[src/rtl/nibble_slice_sched.sv]
// nibble_slice_sched
// Shares one external SLICE-bit logic slice between two requesters.
// A round-robin arbiter picks one pending request, latches its operands and
// opcode, then walks the operands through the slice one nibble per cycle,
// least-significant nibble first. The assembled result is published together
// with a one-cycle done pulse that names the owner of the result.

module nibble_slice_sched #(
    parameter int WIDTH = 8,
    parameter int SLICE = 4
) (
    input  logic                 clk,
    input  logic                 reset,
    input  logic [1:0]           req,
    input  logic [3:0]           op_in,
    input  logic [2*WIDTH-1:0]   a_in,
    input  logic [2*WIDTH-1:0]   b_in,
    output logic [1:0]           gnt,
    output logic [1:0]           slice_op,
    output logic [SLICE-1:0]     slice_a,
    output logic [SLICE-1:0]     slice_b,
    input  logic [SLICE-1:0]     slice_y,
    output logic                 busy,
    output logic [1:0]           done,
    output logic [WIDTH-1:0]     result,
    output logic                 zero
);

    // ------------------------------------------------------------------
    // Derived constants
    // ------------------------------------------------------------------
    localparam int NSTEP  = WIDTH / SLICE;
    localparam int STEP_W = (NSTEP > 1) ? $clog2(NSTEP) : 1;

    // Operands that do not split into whole slices cannot be sequenced.
    if (((WIDTH % SLICE) != 0) || (WIDTH < SLICE)) begin : g_bad_width
        $error("nibble_slice_sched: WIDTH must be a non-zero multiple of SLICE");
    end

    typedef enum logic [1:0] {
        ST_IDLE = 2'b00,
        ST_RUN  = 2'b01,
        ST_DONE = 2'b10
    } state_t;

    // ------------------------------------------------------------------
    // State
    // ------------------------------------------------------------------
    state_t                 state_r;
    logic [STEP_W-1:0]      step_r;
    logic                   last_gnt_r;     // last granted requester, also owner of the running op
    logic                   gnt_seen_r;     // no grant since reset: tie goes to requester 0
    logic [1:0]             op_r;
    logic [WIDTH-1:0]       a_sh_r;         // latched A, shifted down one slice per step
    logic [WIDTH-1:0]       b_sh_r;         // latched B, shifted down one slice per step
    logic [WIDTH-1:0]       shadow_r;       // partial result being assembled
    logic [WIDTH-1:0]       result_r;
    logic                   zero_r;
    logic [1:0]             done_r;
    logic                   busy_r;

    // ------------------------------------------------------------------
    // Combinational helpers
    // ------------------------------------------------------------------
    logic                   grant_any_s;
    logic                   winner_s;
    logic [1:0]             gnt_s;
    logic [1:0]             op_win_s;
    logic [WIDTH-1:0]       a_win_s;
    logic [WIDTH-1:0]       b_win_s;
    logic [WIDTH-1:0]       shadow_next_s;
    logic                   last_step_s;

    // Round-robin arbitration: only evaluated in IDLE and outside reset.
    always_comb begin
        grant_any_s = 1'b0;
        winner_s    = 1'b0;
        if ((state_r == ST_IDLE) && !reset) begin
            case (req)
                2'b01: begin
                    grant_any_s = 1'b1;
                    winner_s    = 1'b0;
                end
                2'b10: begin
                    grant_any_s = 1'b1;
                    winner_s    = 1'b1;
                end
                2'b11: begin
                    grant_any_s = 1'b1;
                    winner_s    = gnt_seen_r ? ~last_gnt_r : 1'b0;
                end
                default: begin
                    grant_any_s = 1'b0;
                    winner_s    = 1'b0;
                end
            endcase
        end else begin
            grant_any_s = 1'b0;
            winner_s    = 1'b0;
        end
    end

    // One-hot grant pulse and operand mux for the winning requester.
    always_comb begin
        gnt_s    = 2'b00;
        op_win_s = op_in[1:0];
        a_win_s  = a_in[0 +: WIDTH];
        b_win_s  = b_in[0 +: WIDTH];
        if (grant_any_s) begin
            gnt_s = winner_s ? 2'b10 : 2'b01;
        end else begin
            gnt_s = 2'b00;
        end
        if (winner_s) begin
            op_win_s = op_in[3:2];
            a_win_s  = a_in[WIDTH +: WIDTH];
            b_win_s  = b_in[WIDTH +: WIDTH];
        end else begin
            op_win_s = op_in[1:0];
            a_win_s  = a_in[0 +: WIDTH];
            b_win_s  = b_in[0 +: WIDTH];
        end
    end

    // Merge the slice output into the nibble position of the current step.
    always_comb begin
        shadow_next_s = shadow_r;
        for (int s = 0; s < NSTEP; s++) begin
            if (step_r == STEP_W'(s)) begin
                shadow_next_s[s*SLICE +: SLICE] = slice_y;
            end else begin
                shadow_next_s[s*SLICE +: SLICE] = shadow_r[s*SLICE +: SLICE];
            end
        end
    end

    // Final step of the operation: the merged shadow becomes the result.
    always_comb begin
        last_step_s = 1'b0;
        if (step_r == STEP_W'(NSTEP - 1)) begin
            last_step_s = 1'b1;
        end else begin
            last_step_s = 1'b0;
        end
    end

    // Scheduler FSM: grant, nibble-serial run, one-cycle completion.
    always_ff @(posedge clk) begin
        if (reset) begin
            state_r    <= ST_IDLE;
            step_r     <= {STEP_W{1'b0}};
            last_gnt_r <= 1'b0;
            gnt_seen_r <= 1'b0;
            op_r       <= 2'b00;
            a_sh_r     <= {WIDTH{1'b0}};
            b_sh_r     <= {WIDTH{1'b0}};
            shadow_r   <= {WIDTH{1'b0}};
            result_r   <= {WIDTH{1'b0}};
            zero_r     <= 1'b1;
            done_r     <= 2'b00;
            busy_r     <= 1'b0;
        end else begin
            case (state_r)
                ST_IDLE: begin
                    done_r <= 2'b00;
                    if (grant_any_s) begin
                        op_r       <= op_win_s;
                        a_sh_r     <= a_win_s;
                        b_sh_r     <= b_win_s;
                        last_gnt_r <= winner_s;
                        gnt_seen_r <= 1'b1;
                        step_r     <= {STEP_W{1'b0}};
                        shadow_r   <= {WIDTH{1'b0}};
                        busy_r     <= 1'b1;
                        state_r    <= ST_RUN;
                    end else begin
                        busy_r  <= 1'b0;
                        state_r <= ST_IDLE;
                    end
                end
                ST_RUN: begin
                    shadow_r <= shadow_next_s;
                    a_sh_r   <= a_sh_r >> SLICE;
                    b_sh_r   <= b_sh_r >> SLICE;
                    if (last_step_s) begin
                        // Result and flag are taken from the merged value so the
                        // last nibble captured on this edge is included.
                        result_r <= shadow_next_s;
                        zero_r   <= (shadow_next_s == {WIDTH{1'b0}});
                        done_r   <= last_gnt_r ? 2'b10 : 2'b01;
                        step_r   <= {STEP_W{1'b0}};
                        state_r  <= ST_DONE;
                    end else begin
                        step_r  <= step_r + STEP_W'(1);
                        state_r <= ST_RUN;
                    end
                end
                ST_DONE: begin
                    done_r  <= 2'b00;
                    busy_r  <= 1'b0;
                    state_r <= ST_IDLE;
                end
                default: begin
                    done_r  <= 2'b00;
                    busy_r  <= 1'b0;
                    step_r  <= {STEP_W{1'b0}};
                    state_r <= ST_IDLE;
                end
            endcase
        end
    end

    // Slice drive is decoded purely from registered state; idle slice sees zeros.
    always_comb begin
        slice_op = 2'b00;
        slice_a  = {SLICE{1'b0}};
        slice_b  = {SLICE{1'b0}};
        if (state_r == ST_RUN) begin
            slice_op = op_r;
            slice_a  = a_sh_r[SLICE-1:0];
            slice_b  = b_sh_r[SLICE-1:0];
        end else begin
            slice_op = 2'b00;
            slice_a  = {SLICE{1'b0}};
            slice_b  = {SLICE{1'b0}};
        end
    end

    // Output mapping.
    assign gnt    = gnt_s;
    assign busy   = busy_r;
    assign done   = done_r;
    assign result = result_r;
    assign zero   = zero_r;

endmodule

[config.mk]
export PLATFORM = sky130hd
export DESIGN_NAME = nibble_slice_sched
export DESIGN_NICKNAME = d
export VERILOG_FILES = /design/src/rtl/nibble_slice_sched.sv
export SDC_FILE = /design/constraint.sdc
export NUM_CORES = 1
export LEC_CHECK = 0
export ABC_AREA = 1
export CAP_MARGIN = 20
export CORE_ASPECT_RATIO = 0.75
export CORE_MARGIN = 2
export CORE_UTILIZATION = 50
export DETAILED_ROUTE_END_ITERATION = 8
export PLACE_DENSITY = 0.81
export SYNTH_ARGS = -nofsm -noshare
export SYNTH_HDL_FRONTEND = slang
export SYNTH_SLANG_ARGS = --single-unit
export TNS_END_PERCENT = 30
[constraint.sdc]
create_clock -name clk -period 3.7 [get_ports clk]
set_input_delay 0.74 -clock clk [delete_from_list [all_inputs] [get_ports clk]]
set_output_delay 0.74 -clock clk [all_outputs]
set_load 0.02 [all_outputs]
==> flow_summary.html <==
<table>
<tr><th>Metric</th><th>Value</th></tr>
<tr><th colspan="2">STA</th></tr>
<tr><td>Count of final setup violators</td><td>0</td></tr>
<tr><td>RSZ-0062 raised after global routing</td><td>false</td></tr>
<tr><td>Post-route setup slack</td><td>0.424 ns</td></tr>
<tr><td>Setup total negative slack</td><td>0 ns</td></tr>
<tr><td>Final Max Tran Viols</td><td>0</td></tr>
<tr><td>Hold slack final</td><td>0.463 ns</td></tr>
<tr><td>Worst slew margin relative to its limit</td><td>50.2%</td></tr>
<tr><td>Total count of hold-check failures in the final report</td><td>0</td></tr>
<tr><td>Slew @ Worst Pin</td><td>0.745 ns</td></tr>
<tr><td>Clock Skew</td><td>0.00463 ns</td></tr>
<tr><td>Final critical path time including I/O delays and setup</td><td>3.28 ns</td></tr>
<tr><td>Max Fclk</td><td>0.305 GHz</td></tr>
<tr><td>Period utilization</td><td>88.5%</td></tr>
<tr><th colspan="2">Synth</th></tr>
<tr><td>Net count after synthesis</td><td>373</td></tr>
<tr><td>Post-Synthesis Mean Instance Area</td><td>6.55 sq um</td></tr>
<tr><td>Area of the mapped netlist</td><td>2160 sq um</td></tr>
<tr><td>Cell variety after synth</td><td>21</td></tr>
<tr><td>Sequential fraction of the synthesis area</td><td>39.0%</td></tr>
<tr><td>Synthesized netlist cell count</td><td>329</td></tr>
<tr><td>Total of warnings raised by yosys</td><td>0</td></tr>
<tr><td>Number of storage elements in the synthesis netlist</td><td>42</td></tr>
<tr><th colspan="2">Worst setup path</th></tr>
<tr><td>CP most frequent cell</td><td>clkdlybuf4s50_1</td></tr>
<tr><td>Startpoint of the most critical register-to-register path</td><td>state_r[1]$_SDFF_PP0_</td></tr>
<tr><td>Critical path capture point type</td><td>output pin</td></tr>
<tr><td>Setup crit start kind</td><td>input pin</td></tr>
<tr><td>Count of buffer and inverter cells on the critical path</td><td>3</td></tr>
<tr><td>Depth of the most critical reg-to-reg path</td><td>9</td></tr>
<tr><td>Critical Path, Cell by Cell</td><td>clkdlybuf4s50_1 &gt; nand2_1 &gt; nand3_4 &gt; inv_2 &gt; nor2_1 &gt; clkdlybuf4s50_1</td></tr>
<tr><td>Maximum cell stage delay along the critical path</td><td>0.62 ns</td></tr>
<tr><td>Crit-path leading delay family</td><td>buffers and inverters</td></tr>
<tr><td>Largest fanout on the critical path</td><td>11</td></tr>
<tr><td>Arr. time, crit path</td><td>2.54 ns</td></tr>
<tr><td>Worst setup path startpoint</td><td>req[0]</td></tr>
<tr><td>Critical-path cell with the highest stage delay</td><td>clkdlybuf4s50_1</td></tr>
<tr><td>Critical path start-end classification</td><td>in -&gt; out</td></tr>
<tr><td>Required time of the critical path</td><td>2.96 ns</td></tr>
<tr><td>Total stage count of the critical path</td><td>6</td></tr>
<tr><th colspan="2">Final layout</th></tr>
<tr><td>Share of final-layout standard cells stronger than drive strength 1</td><td>7.11%</td></tr>
<tr><td>Net count reported at finish</td><td>438</td></tr>
<tr><td>Post-route cell area</td><td>2910 sq um</td></tr>
<tr><td>Inserted Diodes</td><td>0</td></tr>
<tr><td>Most common library cell in the layout ignoring fill and taps</td><td>nand2_1</td></tr>
<tr><td>Signed area change from the synthesized netlist to the final layout</td><td>35.1%</td></tr>
<tr><td>Most used cells in the layout excluding fill and tap cells</td><td>91 x nand2_1, 67 x clkdlybuf4s50_1, 65 x inv_1, 42 x dfxtp_1, 41 x nand3_1</td></tr>
<tr><th colspan="2">CTS</th></tr>
<tr><td>Latest clock arrival within the worst-skew pair</td><td>0.29 ns</td></tr>
<tr><td>CTS Hold Bufs</td><td>0</td></tr>
<tr><td>Clock tree from TritonCTS</td><td>built</td></tr>
<tr><td>Sink Count</td><td>42</td></tr>
<tr><td>Buffer type at the clock tree root</td><td>clkbuf_8</td></tr>
<tr><td>Resize count post-CTS</td><td>0</td></tr>
<tr><td>Total number of H-tree levels</td><td>2</td></tr>
<tr><td>Worst-case clock buffer depth</td><td>2</td></tr>
<tr><td>Buffers inserted by post-CTS timing repair</td><td>0</td></tr>
<tr><td>CTS clock-pin slew for the worst setup and hold paths</td><td>0.07 ns</td></tr>
<tr><td>Number of clock buffers inserted by TritonCTS</td><td>5</td></tr>
<tr><th colspan="2">Drt</th></tr>
<tr><td>DR DRC count</td><td>0</td></tr>
<tr><td>Via count</td><td>2093</td></tr>
<tr><td>Average wire per standard cell</td><td>11.4 um</td></tr>
<tr><td>First-pass DRT Iterations</td><td>4</td></tr>
<tr><td>Routed Antenna Nets</td><td>0</td></tr>
<tr><td>DRT iter0 DRCs</td><td>125</td></tr>
<tr><td>Wire length after detailed routing</td><td>5.11 mm</td></tr>
<tr><td>Via count normalized by instance count</td><td>4.66</td></tr>
<tr><th colspan="2">Floorplan</th></tr>
<tr><td>Die span in y</td><td>60.9 um</td></tr>
<tr><td>Ports</td><td>68</td></tr>
<tr><td>Overall die width</td><td>79.8 um</td></tr>
<tr><td>Full die area</td><td>4860 sq um</td></tr>
<tr><td>Starting utilization of the core area</td><td>52.5%</td></tr>
<tr><td>Cell Rows</td><td>20</td></tr>
<tr><td>Std-Cell Core Area</td><td>4100 sq um</td></tr>
<tr><th colspan="2">GRT</th></tr>
<tr><td>Global-route wire length before repair</td><td>7.99 mm</td></tr>
<tr><td>Overall overflow remaining after global route</td><td>0</td></tr>
<tr><td>Largest net degree at the start of global routing</td><td>24</td></tr>
<tr><td>Via count of the first global-routing pass</td><td>1729</td></tr>
<tr><td>Initial antenna violation count</td><td>0</td></tr>
<tr><td>All-Layer GR Usage</td><td>21.4%</td></tr>
<tr><th colspan="2">Pwr</th></tr>
<tr><td>Cell area power density</td><td>404 nW/um^2</td></tr>
<tr><td>Maximum resistive drop on vdd</td><td>247 uV</td></tr>
<tr><td>Reported leakage power</td><td>1.38 nW</td></tr>
<tr><th colspan="2">Place</th></tr>
<tr><td>Count of buffers from port buffering</td><td>67</td></tr>
<tr><td>Detailed placer's ending HPWL</td><td>3.70 mm</td></tr>
<tr><td>Worst-case setup slack after placement</td><td>0.432 ns</td></tr>
<tr><td>Global placer's final weighted congestion</td><td>0.794</td></tr>
<tr><td>Placement-stage cell area</td><td>2830 sq um</td></tr>
<tr><th colspan="2">Hold path</th></tr>
<tr><td>Worst hold stages</td><td>2</td></tr>
<tr><td>Kind of path behind the tightest hold check</td><td>reg -&gt; reg</td></tr>
<tr><td>Min-Delay Startpoint</td><td>a_sh_r[7]$_SDFFE_PP0P_</td></tr>
<tr><th colspan="2">Run</th></tr>
<tr><td>Number of max-cap violations</td><td>0</td></tr>
<tr><th colspan="2">Run status</th></tr>
<tr><td>Status</td><td>complete, no violations</td></tr>
</table>
-- cells by family (layout without fill, tap and decap cells) --
family	Yosys count	in the layout	share of synthesized area, %
AO/OA/AOI/OAI	45	45	11.0
AND/OR/NAND/NOR	158	158	33.0
buffers and inverters	84	149	17.0
flip-flops	42	42	39.0
-- cell usage after synthesis --
master,number,area share [%]
nand2_1,91,16
inv_1,65,11
dfxtp_1,42,39
nand3_1,41,9.5
o21ai_0,25,5.8
a21oi_1,16,3.7
nor2_1,15,2.6
buf_6,5,2.6
nor2_4,5,2.6
buf_2,4,0.93
clkbuf_1,4,0.70
inv_2,3,0.52
o21a_1,3,1.0
buf_4,2,0.70
nand2_2,2,0.58
a21oi_2,1,0.41
clkinv_2,1,0.23
nand3_2,1,0.46
nand3_4,1,0.81
nand4_1,1,0.29
nor2_2,1,0.29
-- registers in the layout, summed over array words and instances, names as in the netlist, 2 cells and up --
| signal | flops |
|---|---|
| a_sh_r | 8 |
| b_sh_r | 8 |
| done | 2 |
| op_r | 2 |
| result | 8 |
| state_r | 2 |
| shadow_r | 7 |
-- metrics by stage --
stage | total power [mW] | util (%) | instances
after detailed placement | 0.908 | 69.1 | 442
after global placement | 0.902 | 69.1 | 442
final | 1.18 | 71.0 | 449
after CTS | 1.18 | 71.0 | 449
after floorplan | 0.785 | - | 329
after global routing | 1.24 | 71.0 | 449
-- routing by layer --
layer	GRT usage, %	wire length [um]	vias up
met5	0	0	-
met4	7.26	51	0
met3	5.65	362	5
met2	30.4	2030	65
met1	31.7	2670	894
li1	-	-	1129
-- area by class of cell --
type                       count  area, sq um
fill                         368         1190
multi-input combinational    203          948
sequential                    42          841
timing repair buffer          73          716
inverter                      69          260
clock buffer                   5         68.8
tap                           55         68.8
clock inverter                 2         10.0
-- report_power, final --
group | switching [mW] | total [mW] | internal, mW
clock | 0.151 | 0.277 | 0.127
sequential | 0.0309 | 0.531 | 0.500
combinational | 0.216 | 0.369 | 0.153
-- tightest hold or removal path, cell delays in order, from the launching register on --
cell and delay [ns]:
dfxtp_1 0.31, nand2_1 0.06, a21oi_1 0.05
-- final timing paths --
check | end | slack [ns]
setup reg to reg | a_sh_r[3]$_SDFFE_PP0P_ | 1.60
hold / removal | a_sh_r[7]$_SDFFE_PP0P_ | 0.46
hold reg to reg | a_sh_r[7]$_SDFFE_PP0P_ | 0.46
setup / recovery | gnt[0] | 0.42
(Power assumes the default switching activity.)
==> RTL edit 1, RTL diff (same flow settings) <==
Re-encode `state_t` (3 states) as one-hot, 3 bits wide.
--- a/src/rtl/nibble_slice_sched.sv
+++ b/src/rtl/nibble_slice_sched.sv
@@ -37,10 +37,10 @@
         $error("nibble_slice_sched: WIDTH must be a non-zero multiple of SLICE");
     end
 
-    typedef enum logic [1:0] {
-        ST_IDLE = 2'b00,
-        ST_RUN  = 2'b01,
-        ST_DONE = 2'b10
+    typedef enum logic [2:0] {
+        ST_IDLE = 3'b001,
+        ST_RUN  = 3'b010,
+        ST_DONE = 3'b100
     } state_t;
 
     // ------------------------------------------------------------------
Formal check against the unedited RTL: same outputs for any inputs over 10 cycles, from zero or initial values and one cycle with reset high; not proved beyond that.
==> RTL edit 1 against the original RTL <==
  * Wire length is 5.6% higher
  * Area after synthesis grew 1.2%
  * Clock skew rose by 1.2 ps
  * Core utilization increased by 1.1 points
  * Clock power grew 17%
  * Total power shrank 12%
  * Worst setup slack better by 110 ps
  * Count of clock-buffer cells in the layout is 3 higher
  * Design area is 2.2% higher
  * Non-clock buffer count down 1
  * Sequential cell count rose by 1
  * Via count up 6.2%
  * Critical path type unchanged
  * Critical endpoint unchanged
==> RTL edit 1: results (changes against the original RTL) <==
{| class="wikitable"
! Metric !! Value
|-
| Clock Power Share || 0.312 (was 0.236)
|-
| Result of the run || finished, final reports clean (unchanged)
|-
| Switching portion of total power || 0.272 (was 0.338)
|-
| LEAKAGE || 1.32 nW (was 1.38 nW)
|-
| Global-route usage over all layers || 0.234 (was 0.214)
|-
| Headroom to the max-slew limit || 0.595 (was 0.502)
|-
| Commonest cells in the netlist || nand2_1 (73), inv_1 (65), nand3_1 (44) (was nand2_1 (91), inv_1 (65), dfxtp_1 (42))
|-
| Routed wirelength normalized by instance count || 11.9 um (was 11.4 um)
|-
| Arrival time reported for the critical path endpoint || 2430 ps (was 2540 ps)
|-
| Syn_nets || 380 (was 373)
|-
| Yosys cell types || 22 (was 21)
|-
| First-pass GRT wire length || 8.85 mm (was 7.99 mm)
|-
| Routed wire length on met2 || 2.53 mm (was 2.03 mm)
|-
| Cell types with the largest area share after synthesis || dfxtp_1 (39%), nand2_1 (13%), inv_1 (11%) (was dfxtp_1 (39%), nand2_1 (16%), inv_1 (11%))
|-
| Share of final-layout standard cells stronger than drive strength 1 || 0.0850 (was 0.0711)
|-
| Worst VDD drop || 0.260 mV (was 0.247 mV)
|-
| Worst Skew || 5.83 ps (was 4.63 ps)
|-
| Combinational group share of total power || 0.202 (was 0.313)
|-
| Largest net degree at the start of global routing || 32 (was 24)
|-
| DR vias || 2,222 (was 2,093)
|-
| Number of nets at the end of the flow || 443 (was 438)
|-
| Topmost layer with routed signal wires || met4 (unchanged)
|-
| Register area share after synthesis || 0.395 (was 0.390)
|-
| Final weighted congestion of routability-driven global placement || 0.780 (was 0.794)
|-
| Detailed Place HPWL || 3.94 mm (was 3.70 mm)
|-
| Worst-path fanout max || 14 (was 11)
|}
## RTL edit 1: cell types whose count changed in the layout (fill, tap and decap cells not counted), moves of 4 or more
cell,unedited run,this run
nand2_1,91,73
nor2_1,15,26
o21ai_1,0,11
a21oi_1,16,10
a21oi_2,1,7
nor2_2,1,6
nor2_4,5,1
## RTL edit 1: cells by family (layout without fill, tap and decap cells)
logic type | after synthesis | count (layout) | share of synthesized area
AO/OA/AOI/OAI | 52 | 52 | 0.131
AND/OR/NAND/NOR | 157 | 157 | 0.320
buffers and inverters | 84 | 148 | 0.154
flip-flops | 43 | 43 | 0.395
## RTL edit 1: worst paths after layout
check	depth (start not counted)	startpoint	endpoint
setup / recovery	5	reset	gnt[0]
hold / removal	2	b_sh_r[6]	b_sh_r[6]
setup reg to reg	6	state_r[2]	shadow_r[7]
hold reg to reg	2	b_sh_r[6]	b_sh_r[6]
## RTL edit 1: final cells by class
type,count,area share
repair buffers,72,0.238
multi-input cells,209,0.330
well taps,55,0.0231
flip-flops and latches,43,0.289
clock buffers,8,0.0336
inverters,68,0.0858
## RTL edit 1: worst register-to-register path: stages, from the launching register on
cell     delay, ps
dfxtp_1        420
nor3_4         100
inv_2          390
nand2_1        130
nand2_2        480
nand2_1        140
o21ai_0        180
## RTL edit 1: stage by stage
step,setup slack (ps),utilization,cell area [um2],cells,power (mW)
6_report,534,0.721,2980,455,1.04
5_1_grt,441,0.721,2980,455,1.08
4_1_cts,541,0.721,2980,455,1.04
3_5_place_dp,543,0.697,2880,447,0.723
3_3_place_gp,570,0.697,2880,447,0.718
2_1_floorplan,1620,-,2180,336,0.645
## RTL edit 1: per-layer routing
layer / vias to the layer above / global-route usage
met1: 999 / 0.312
li1: 1154 / -
met2: 64 / 0.393
met3: 5 / 0.0381
met4: 0 / 0.0847
met5: - / 0
==> RTL edit 2, RTL diff (config.mk and constraints unchanged) <==
Made on the original files. `WIDTH`: 8 -> 16.
--- a/src/rtl/nibble_slice_sched.sv
+++ b/src/rtl/nibble_slice_sched.sv
@@ -6,7 +6,7 @@
 // with a one-cycle done pulse that names the owner of the result.
 
 module nibble_slice_sched #(
-    parameter int WIDTH = 8,
+    parameter int WIDTH = 16,
     parameter int SLICE = 4
 ) (
     input  logic                 clk,
Interface: changed (resized a_in, b_in and result); port bits go from 68 to 108. The function was not compared with the original's and may differ.
==> RTL edit 2 against the original RTL <==
  * Register-to-register slack gained 120 ps
  * Worst hold slack gained 2.5 ps
  * Wire length grew 95%
  * Total power grew 73%
  * Via count grew 95%
  * Worst setup slack gained 23 ps
  * Sequential cell count grew 34
  * Global-route usage grew 1.7 points
  * Core utilization shrank 3.4 points
  * Design area grew 80%
  * Critical path type unchanged
  * Area after synthesis grew 83%
==> RTL edit 2: results (changes against the original RTL) <==
{| class="wikitable"
! Metric !! Value
|-
| Filler cell count || 674 (was 368)
|-
| Flop and latch count out of synthesis || 76 (was 42)
|-
| Total clock buffers created by CTS || 9 (was 5)
|-
| Detailed route wirelength on metal3 || 707 um (was 362 um)
|-
| Clk power || 0.576 mW (was 0.277 mW)
|-
| Number of cells produced by synthesis || 634 (was 329)
|-
| Arrival time reported for the critical path endpoint || 2510 ps (was 2540 ps)
|-
| Reg power frac || 0.450 (was 0.451)
|-
| Global-route usage over all layers || 0.231 (was 0.214)
|-
| Worst-path fanout max || 7 (was 11)
|-
| Met1 demand-to-capacity share in global routing || 0.309 (was 0.317)
|-
| Buffer share of cell area || 0.216 (was 0.246)
|-
| Result of the run || finished, final reports clean (unchanged)
|-
| Syn_nets || 714 (was 373)
|-
| Headroom to the max-slew limit || 0.583 (was 0.502)
|-
| Total routed wirelength || 9.98 mm (was 5.11 mm)
|-
| Cell types with the largest area share after synthesis || dfxtp_1 (38%), nand2_1 (19%), inv_1 (13%) (was dfxtp_1 (39%), nand2_1 (16%), inv_1 (11%))
|-
| Number of cells in the design after placement || 825 (was 442)
|-
| Count of clock buffers in the final design || 11 (was 5)
|-
| Routed wire length on met2 || 4.55 mm (was 2.03 mm)
|-
| LEAKAGE || 2.63 nW (was 1.38 nW)
|-
| Net switching component of the power || 0.657 mW (was 0.398 mW)
|-
| Detailed Place HPWL || 7.10 mm (was 3.70 mm)
|-
| H-Tree Depth || 3 (was 2)
|-
| Inverter count of the layout excluding clock inverters || 140 (was 69)
|-
| Routed met1 length || 4.57 mm (was 2.67 mm)
|-
| Register area share after synthesis || 0.385 (was 0.390)
|-
| Internal power contribution || 1.39 mW (was 0.780 mW)
|-
| DRC violation total after the first TritonRoute iteration || 256 (was 125)
|-
| Post-detailed-placement cell area || 5080 um2 (was 2830 um2)
|-
| Share of the final layout cell area in multi-input gates || 0.335 (was 0.326)
|-
| Largest net degree at the start of global routing || 50 (was 24)
|}
RTL edit 2: cell types whose count changed after synthesis, sizes merged, moves of 4 or more:
cell   before  now
ha          0    4
buf        11   22
nand3      43   68
o21ai      25   59
nor2       21   27
a21oi      17   25
nand2      93  201
dfxtp      42   76
inv        68  140
RTL edit 2: cell families after synthesis:
group / Yosys count / synth area share
buffers and inverters: 168 / 0.172
adders and majority gates: 4 / 0.0127
AOI/OAI and AO/OA: 90 / 0.118
and+or+nand+nor: 296 / 0.313
DFF: 76 / 0.385
RTL edit 2: final timing paths:
check	slack, ps	end	cells after the start	start
worst max-delay path	450	gnt[0]	7	reset
worst min-delay path	470	result[8]	1	result[8]
worst max register to register	1720	a_sh_r[2]	11	state_r[0]
worst min register to register	470	result[8]	1	result[8]
RTL edit 2: worst max-delay path: stages:
cell and delay (ps):
clkdlybuf4s50_1 540, nor2_4 180, nand2_2 80, nor2_4 80, inv_1 110, nor2_1 120
clkdlybuf4s50_1 650
